**src/rtl/remote_cmd_seq_pkg.sv**
```systemverilog
// Shared types and codes for the RemoteComm command sequencer.
package remote_seq_pkg;

  typedef enum logic [2:0] {
    IDLE,
    WAIT_RDY,
    SEND,
    WAIT_SENT,
    WAIT_RESP,
    NEXT,
    DONE
  } state_e;

  localparam logic [1:0] ERR_NONE     = 2'b00;
  localparam logic [1:0] ERR_RDY_TO   = 2'b01;
  localparam logic [1:0] ERR_RESP_TO  = 2'b10;
  localparam logic [1:0] ERR_BAD_RESP = 2'b11;

  localparam logic [7:0] ACK_DEFAULT = 8'hA5;

  // Index width for a list of n entries, never below one bit.
  function automatic int idx_width(input int n);
    return (n > 1) ? $clog2(n) : 1;
  endfunction

endpackage

```
**src/rtl/remote_cmd_seq_timer.sv**
```systemverilog
// Saturating up-counter shared by all wait states; flags expiry at limit_i.
module seq_timeout_timer
  import remote_seq_pkg::*;
#(
  parameter int CNT_W = 8
) (
  input  logic             clk,
  input  logic             rst,
  input  logic             clear_i,
  input  logic             enable_i,
  input  logic [CNT_W-1:0] limit_i,
  output logic             expired_o
);

  logic [CNT_W-1:0] cnt_q, cnt_d;

  // Clear wins over counting; the count sticks at all-ones instead of wrapping.
  always_comb begin
    cnt_d = cnt_q;
    if (clear_i) begin
      cnt_d = '0;
    end else if (enable_i && (cnt_q != '1)) begin
      cnt_d = cnt_q + 1'b1;
    end
  end

  // Counter register.
  always_ff @(posedge clk) begin
    if (rst) begin
      cnt_q <= '0;
    end else begin
      cnt_q <= cnt_d;
    end
  end

  assign expired_o = (cnt_q >= limit_i);

endmodule

```
**src/rtl/remote_cmd_seq.sv**
```systemverilog
// Issues a list of commands to RemoteComm after setup-ready and checks each ack.
module remote_cmd_seq
  import remote_seq_pkg::*;
#(
  parameter int NUM_CMDS     = 4,
  parameter int CMD_W        = 16,
  parameter int RESP_W       = 8,
  parameter logic [RESP_W-1:0] ACK_VAL = RESP_W'(ACK_DEFAULT),
  parameter int RDY_TIMEOUT  = 1000000,
  parameter int RESP_TIMEOUT = 4000000,
  parameter int CONT_ON_ERR  = 0,
  localparam int IDX_W       = idx_width(NUM_CMDS)
) (
  input  logic                      clk,
  input  logic                      rst,
  input  logic                      start_i,
  input  logic                      abort_i,
  input  logic                      ready_in_i,
  input  logic [IDX_W:0]            num_cmds_i,
  input  logic [NUM_CMDS*CMD_W-1:0] cmd_list_i,
  output logic [CMD_W-1:0]          cmd_o,
  output logic                      send_cmd_o,
  input  logic                      cmd_sent_i,
  input  logic                      resp_rdy_i,
  input  logic [RESP_W-1:0]         resp_i,
  output logic                      busy_o,
  output logic                      done_o,
  output logic                      pass_o,
  output logic [1:0]                err_code_o,
  output logic [IDX_W-1:0]          err_idx_o,
  output logic [IDX_W:0]            ack_cnt_o
);

  localparam int MAX_TO = (RDY_TIMEOUT > RESP_TIMEOUT) ? RDY_TIMEOUT : RESP_TIMEOUT;
  localparam int TMR_W  = $clog2(MAX_TO + 1);
  localparam logic [TMR_W-1:0] RDY_LIM  = TMR_W'(RDY_TIMEOUT - 1);
  localparam logic [TMR_W-1:0] RESP_LIM = TMR_W'(RESP_TIMEOUT - 1);
  localparam logic [IDX_W:0]   N_MAX    = (IDX_W+1)'(NUM_CMDS);

  state_e           state_q, state_d;
  logic [IDX_W:0]   n_q, n_d;
  logic [IDX_W-1:0] idx_q, idx_d;
  logic [CMD_W-1:0] cmd_q, cmd_d;
  logic [1:0]       err_code_q, err_code_d;
  logic [IDX_W-1:0] err_idx_q, err_idx_d;
  logic [IDX_W:0]   ack_cnt_q, ack_cnt_d;
  logic             pass_q, pass_d;
  logic             resp_seen, fail;
  logic [1:0]       fail_code;
  logic             tmr_clear, tmr_en, tmr_expired;
  logic [TMR_W-1:0] tmr_limit;

  logic [CMD_W-1:0] cmd_tbl [NUM_CMDS];
  for (genvar i = 0; i < NUM_CMDS; i++) begin : g_tbl
    assign cmd_tbl[i] = cmd_list_i[i*CMD_W +: CMD_W];
  end

  // Sequencing, error capture and result bookkeeping; abort overrides everything.
  always_comb begin
    state_d    = state_q;
    n_d        = n_q;
    idx_d      = idx_q;
    cmd_d      = cmd_q;
    err_code_d = err_code_q;
    err_idx_d  = err_idx_q;
    ack_cnt_d  = ack_cnt_q;
    pass_d     = pass_q;
    resp_seen  = 1'b0;
    fail       = 1'b0;
    fail_code  = ERR_NONE;

    if (abort_i && (state_q != IDLE)) begin
      state_d = IDLE;
      pass_d  = 1'b0;
    end else begin
      case (state_q)
        IDLE: begin
          if (start_i) begin
            n_d        = (num_cmds_i > N_MAX) ? N_MAX : num_cmds_i;
            idx_d      = '0;
            err_code_d = ERR_NONE;
            err_idx_d  = '0;
            ack_cnt_d  = '0;
            pass_d     = 1'b0;
            state_d    = WAIT_RDY;
          end
        end
        WAIT_RDY: begin
          if (ready_in_i) begin
            state_d = (n_q == '0) ? DONE : SEND;
          end else if (tmr_expired) begin
            fail      = 1'b1;
            fail_code = ERR_RDY_TO;
          end
        end
        SEND: state_d = WAIT_SENT;
        WAIT_SENT: begin
          if (cmd_sent_i) begin
            if (resp_rdy_i) resp_seen = 1'b1;
            else            state_d   = WAIT_RESP;
          end else if (tmr_expired) begin
            fail      = 1'b1;
            fail_code = ERR_RESP_TO;
          end
        end
        WAIT_RESP: begin
          if (resp_rdy_i) begin
            resp_seen = 1'b1;
          end else if (tmr_expired) begin
            fail      = 1'b1;
            fail_code = ERR_RESP_TO;
          end
        end
        NEXT: begin
          if ({1'b0, idx_q} == (n_q - 1'b1)) begin
            state_d = DONE;
          end else begin
            idx_d   = idx_q + 1'b1;
            state_d = SEND;
          end
        end
        DONE:    state_d = IDLE;
        default: state_d = IDLE;
      endcase

      if (resp_seen) begin
        if (resp_i == ACK_VAL) begin
          ack_cnt_d = ack_cnt_q + 1'b1;
          state_d   = NEXT;
        end else begin
          fail      = 1'b1;
          fail_code = ERR_BAD_RESP;
        end
      end

      // Only the first error of a run is recorded; a ready timeout always ends the run.
      if (fail) begin
        if (err_code_q == ERR_NONE) begin
          err_code_d = fail_code;
          err_idx_d  = idx_q;
        end
        state_d = ((CONT_ON_ERR != 0) && (fail_code != ERR_RDY_TO)) ? NEXT : DONE;
      end

      if (state_d == SEND) cmd_d = cmd_tbl[idx_d];

      if ((state_d == DONE) && (state_q != DONE)) begin
        pass_d = (err_code_d == ERR_NONE) && (ack_cnt_d == n_q);
      end
    end
  end

  // Timer restarts on every state change and only runs in the wait states.
  always_comb begin
    tmr_clear = (state_d != state_q);
    tmr_en    = (state_q == WAIT_RDY) || (state_q == WAIT_SENT) || (state_q == WAIT_RESP);
    tmr_limit = (state_q == WAIT_RDY) ? RDY_LIM : RESP_LIM;
  end

  seq_timeout_timer #(.CNT_W(TMR_W)) u_timer (
    .clk       (clk),
    .rst       (rst),
    .clear_i   (tmr_clear),
    .enable_i  (tmr_en),
    .limit_i   (tmr_limit),
    .expired_o (tmr_expired)
  );

  // State and result registers.
  always_ff @(posedge clk) begin
    if (rst) begin
      state_q    <= IDLE;
      n_q        <= '0;
      idx_q      <= '0;
      cmd_q      <= '0;
      err_code_q <= ERR_NONE;
      err_idx_q  <= '0;
      ack_cnt_q  <= '0;
      pass_q     <= 1'b0;
    end else begin
      state_q    <= state_d;
      n_q        <= n_d;
      idx_q      <= idx_d;
      cmd_q      <= cmd_d;
      err_code_q <= err_code_d;
      err_idx_q  <= err_idx_d;
      ack_cnt_q  <= ack_cnt_d;
      pass_q     <= pass_d;
    end
  end

  assign cmd_o      = cmd_q;
  assign send_cmd_o = (state_q == SEND);
  assign busy_o     = (state_q != IDLE) && (state_q != DONE);
  assign done_o     = (state_q == DONE);
  assign pass_o     = pass_q;
  assign err_code_o = err_code_q;
  assign err_idx_o  = err_idx_q;
  assign ack_cnt_o  = ack_cnt_q;

endmodule

```
**config.mk**
```make
export PLATFORM = sky130hd
export DESIGN_NAME = remote_cmd_seq
export DESIGN_NICKNAME = d
export VERILOG_FILES = /design/src/rtl/remote_cmd_seq_pkg.sv /design/src/rtl/remote_cmd_seq_timer.sv /design/src/rtl/remote_cmd_seq.sv
export SDC_FILE = /design/constraint.sdc
export NUM_CORES = 1
export LEC_CHECK = 0
export BUFFER_PORTS_ARGS = -buffer_cell sky130_fd_sc_hd__buf_2
export CORE_MARGIN = 5
export CORE_UTILIZATION = 61
export DETAILED_ROUTE_END_ITERATION = 6
export GPL_ROUTABILITY_DRIVEN = 1
export PLACE_DENSITY = 0.88
export SETUP_SLACK_MARGIN = 0.5
export SYNTH_ARGS = -nofsm -noshare
export SYNTH_HDL_FRONTEND = slang
export SYNTH_HIERARCHICAL = 1
export SYNTH_SLANG_ARGS = --single-unit
```
**constraint.sdc**
```tcl
create_clock -name clk -period 11.6 [get_ports clk]
set_input_delay 0 -clock clk [delete_from_list [all_inputs] [get_ports clk]]
set_output_delay 0 -clock clk [all_outputs]
set_load 0.01 [all_outputs]
```
==> results <==
- The run finished with clean final reports.
- The worst hold path class is input port to flop.
- The kind of critical path is flop to flop.
- The share of synthesized area in the top cell type comes to 20.7%.
- The tool flagged a number of max-cap violations equal to 0.
- By area the synthesized netlist is led by sky130_fd_sc_hd__dfxtp_1 21%, sky130_fd_sc_hd__o221ai_1 11%, sky130_fd_sc_hd__ha_1 6.2%, sky130_fd_sc_hd__nor2_1 5.3%, sky130_fd_sc_hd__a21oi_1 4.9%.
- The layout-stage area growth over the synthesis result is 10.6%.
- The sequential-to-total area share from yosys stat is 20.7%.
- The floorplan step set the die width to 102 um.
- The setup fix buffers added after clock tree synthesis is 0.
- For this block, the via count after detailed routing is 5922.
- Summed over all instances, the cell type with the most area after synthesis is sky130_fd_sc_hd__dfxtp_1.
- The final design utilization is 69.8%.
- The total inserted antenna cells is 0.
- In this design, the stage delay of the slowest critical-path cell is 0.79 ns.
- The longest clock path from root to sink contains 2 buffers.
- The primary flip-flop cell chosen by synthesis mapping is sky130_fd_sc_hd__dfxtp_1.
- TritonCTS built the clock tree.
- The number of global-route vias before repair was 5479.
- The number of clock buffers added by TritonCTS is 5.
- Of the available clock period, the critical path in the final layout requires 41.4%.
- The worst path needs 4.80 ns of the cycle, external delays included.
- The sort of element at the end of the critical path is a flop.
- The data arrival time of the critical path is 5.07 ns.
- Setup slack on the critical path of the routed design comes to 6.80 ns.
- The final layout contains routed wiring with a total length of 15600 um.
- Traced cell by cell, the critical path runs through nor2b_1 -> nand2_1 -> inv_1 -> inv_1 -> ha_1 -> nand4_1 -> nor3_1 -> a22o_1 -> a31oi_1 -> nand3_1 -> or3_1 -> a22oi_1 -> nand3_1 -> nor4_1 -> o31ai_1 -> or2_2 -> or4_1 -> nand2_1.
- The kind of cell with the highest combined delay along the critical path is simple AND/OR/NAND/NOR gates.
- Dividing the synthesized area by the synthesized cell count gives 7.53 um2.
- Once the floorplan was initialized, standard cells occupied 63.1% of the core.
- The floorplan step defined a die boundary enclosing 10500 um2.
- The synthesized design contains 54 register bits.
- The kind of start point of the critical path is a flop.
- At the placement stage, the worst setup path has a slack of 6.87 ns.
- The count of endpoints failing setup in the final report is 0.
- The library cells used most frequently in the layout, excluding fill and tap cells, are 108 x sky130_fd_sc_hd__buf_2, 73 x sky130_fd_sc_hd__nor2_1, 66 x sky130_fd_sc_hd__inv_1.
- The final clock skew is 0.0138 ns.
- Clock tree synthesis found a total of 54 sinks.
- In this run the vertical extent of the chip is 102 um.
- The fraction of final layout cells with drive strength greater than 1 is 19.7%.
- The final setup TNS is 0 ns.
- Setup repair after global routing left no endpoint under its margin.
- In this run the cell area of the synthesized design comes to 5210 um2.
- The number of enable-type register cells in the synthesized netlist is 0.
- The cell with the largest stage delay on the worst path is sky130_fd_sc_hd__dfxtp_1.
- The routed wirelength normalized by instance count is 17.9 um.
- The HPWL after detailed placement is 10900 um.
- Counting distinct cell types in the post-synthesis netlist gives 71.
- In the global route stage, overall resource usage came out at 29.0%.
- Data on the critical path is required at its endpoint by 11.86 ns.
- Summed over all layers, the global routing overflow is 0.
- Based on the critical path, the design can be clocked at up to 208 MHz.
- For this design the static power due to leakage is 2.55 nW.
- The count of pins over their slew limit is 0.
- The pin count of the biggest net entering global routing is 67.
- Of all nets on the critical path, the largest fanout is 23.
- Routability-driven placement finished with a final weighted congestion of 0.855.
- The final count of hold timing violations is 0.
- Total power for the finished layout comes to 0.660 mW.
- The worst-case headroom to the max-slew limit is 12.7%.
- Together, buffers and inverters on the worst path number 2.
- The total area inside the core boundary comes to 8260 um2.
- The number of iterations in the first detailed-routing pass is 7.
- The number of remaining DRC errors is 0.
- The clock reaches the later pin of the worst-skew pair after 0.32 ns.
- The count of synthesis-stage warnings from yosys is 6.
- For this block, the initial DRC count from the detailed router was 646.
- For the pin with the worst max-slew slack, the measured transition is 1.31 ns.
- During placement, the flow inserted port buffers numbering 108.
- The maximum vdd ir drop is 126 uV.
- After the last flow step, the layout net total stands at 874.
- The total power density per cell area is 114 nW/um2.
- The leading cell type in the layout, fill and taps excluded is sky130_fd_sc_hd__buf_2.
- Dividing the detail-routed via count by the number of cells gives 6.79.
- The first global-routing pass estimated 25100 um of wire.
- After technology mapping, the gate count stands at 692.
- The initialized floorplan defines 33 standard-cell rows.
- The initial antenna violation count is 1.
- The total number of H-tree levels is 2.
- After synthesis, the share of flip-flops with an asynchronous set or reset is 0%.
- The number of top-level pins is 109.
- The root buffer cell chosen for the clock tree is sky130_fd_sc_hd__clkbuf_8.
- The residual antenna-violating net count after detailed routing is 0.
- The clock transition at the register clock pins on the worst setup and hold paths after CTS is 0.11 ns.
## per-stage QoR
step	hold slack [ns]	area, um2	instances
finish	0.0631	5760	872
global route	0.0852	5760	872
CTS	0.0560	5760	872
detailed placement	0.294	5670	863
global placement	0.266	5670	863
floorplan	0.144	5260	704
## metal layers
metal	global-route usage (%)	share of wire, %	vias up
met2	48.5	47	339
met3	4.71	8.9	69
met5	0	0.045	-
met1	37.1	41	2731
met4	12.1	3.4	2
li1	-	-	2781
## repair_timing
| action | 4_1_cts | 5_1_grt |
|---|---|---|
| resized for setup | 0 | 0 |
| hold endpoints to repair | 1 | 0 |
| hold buffers | 1 | 0 |
## synthesized netlist by cell type (all sizes together) (4+ instances only)
cell type   n
nand3      14
mux2       16
nor4        7
nand2      26
o221ai     64
xnor2      13
and3        7
inv        66
or4         4
ha         26
a31oi      36
a21oi      51
o211ai      6
nor2       73
o22ai      33
buf        27
nand4      11
nor3       11
a211oi      4
o31ai       6
clkbuf     30
o21ai      16
a22o       17
xor2       10
nor2b       5
dfxtp      54
nor3b       4
## kinds of logic after synthesis
logic type	Yosys count	share of synthesized area (%)
DFF	54	20.7
other	2	0.144
muxes	18	4.49
buffers and inverters	123	10.2
and+or+nand+nor	192	19.6
xor gates and xnor gates	23	3.87
adders and majority gates	26	6.24
AOI/OAI and AO/OA	254	34.6
## power breakdown
group	internal [mW]	total [mW]	switching, mW
Sequential	0.200	0.226	0.0259
Clock	0.0428	0.112	0.0694
Combinational	0.128	0.322	0.193
## final timing paths
kind / start / to / slack, ns / cells past startpoint
worst max register to register: state_q[0] / u_timer/cnt_q[11] / 6.80 / 18
worst max-delay path: state_q[0] / u_timer/cnt_q[11] / 6.80 / 18
worst min register to register: err_idx_o[0] / err_idx_o[0] / 0.48 / 2
worst min-delay path: rst / idx_q[0] / 0.06 / 2
## flip-flops by register name (all words and copies together), names as in the netlist
| signal | count |
|---|---|
| pass_o | 1 |
| err_idx_o | 2 |
| ack_cnt_o | 3 |
| cmd_o | 16 |
| err_code_o | 2 |
| state_q | 3 |
| u_timer/cnt_q | 22 |
| idx_q | 2 |
| n_q | 3 |
## cell type report
cell class	instances	area, um2
flip-flops and latches	54	1080
inverters	66	248
fillers	687	2490
multi-input cells	527	3640
clock inverters	3	18.8
well taps	105	131
clock buffers	5	68.8
repair buffers	112	573
Power figures use the tool's default switching activity.
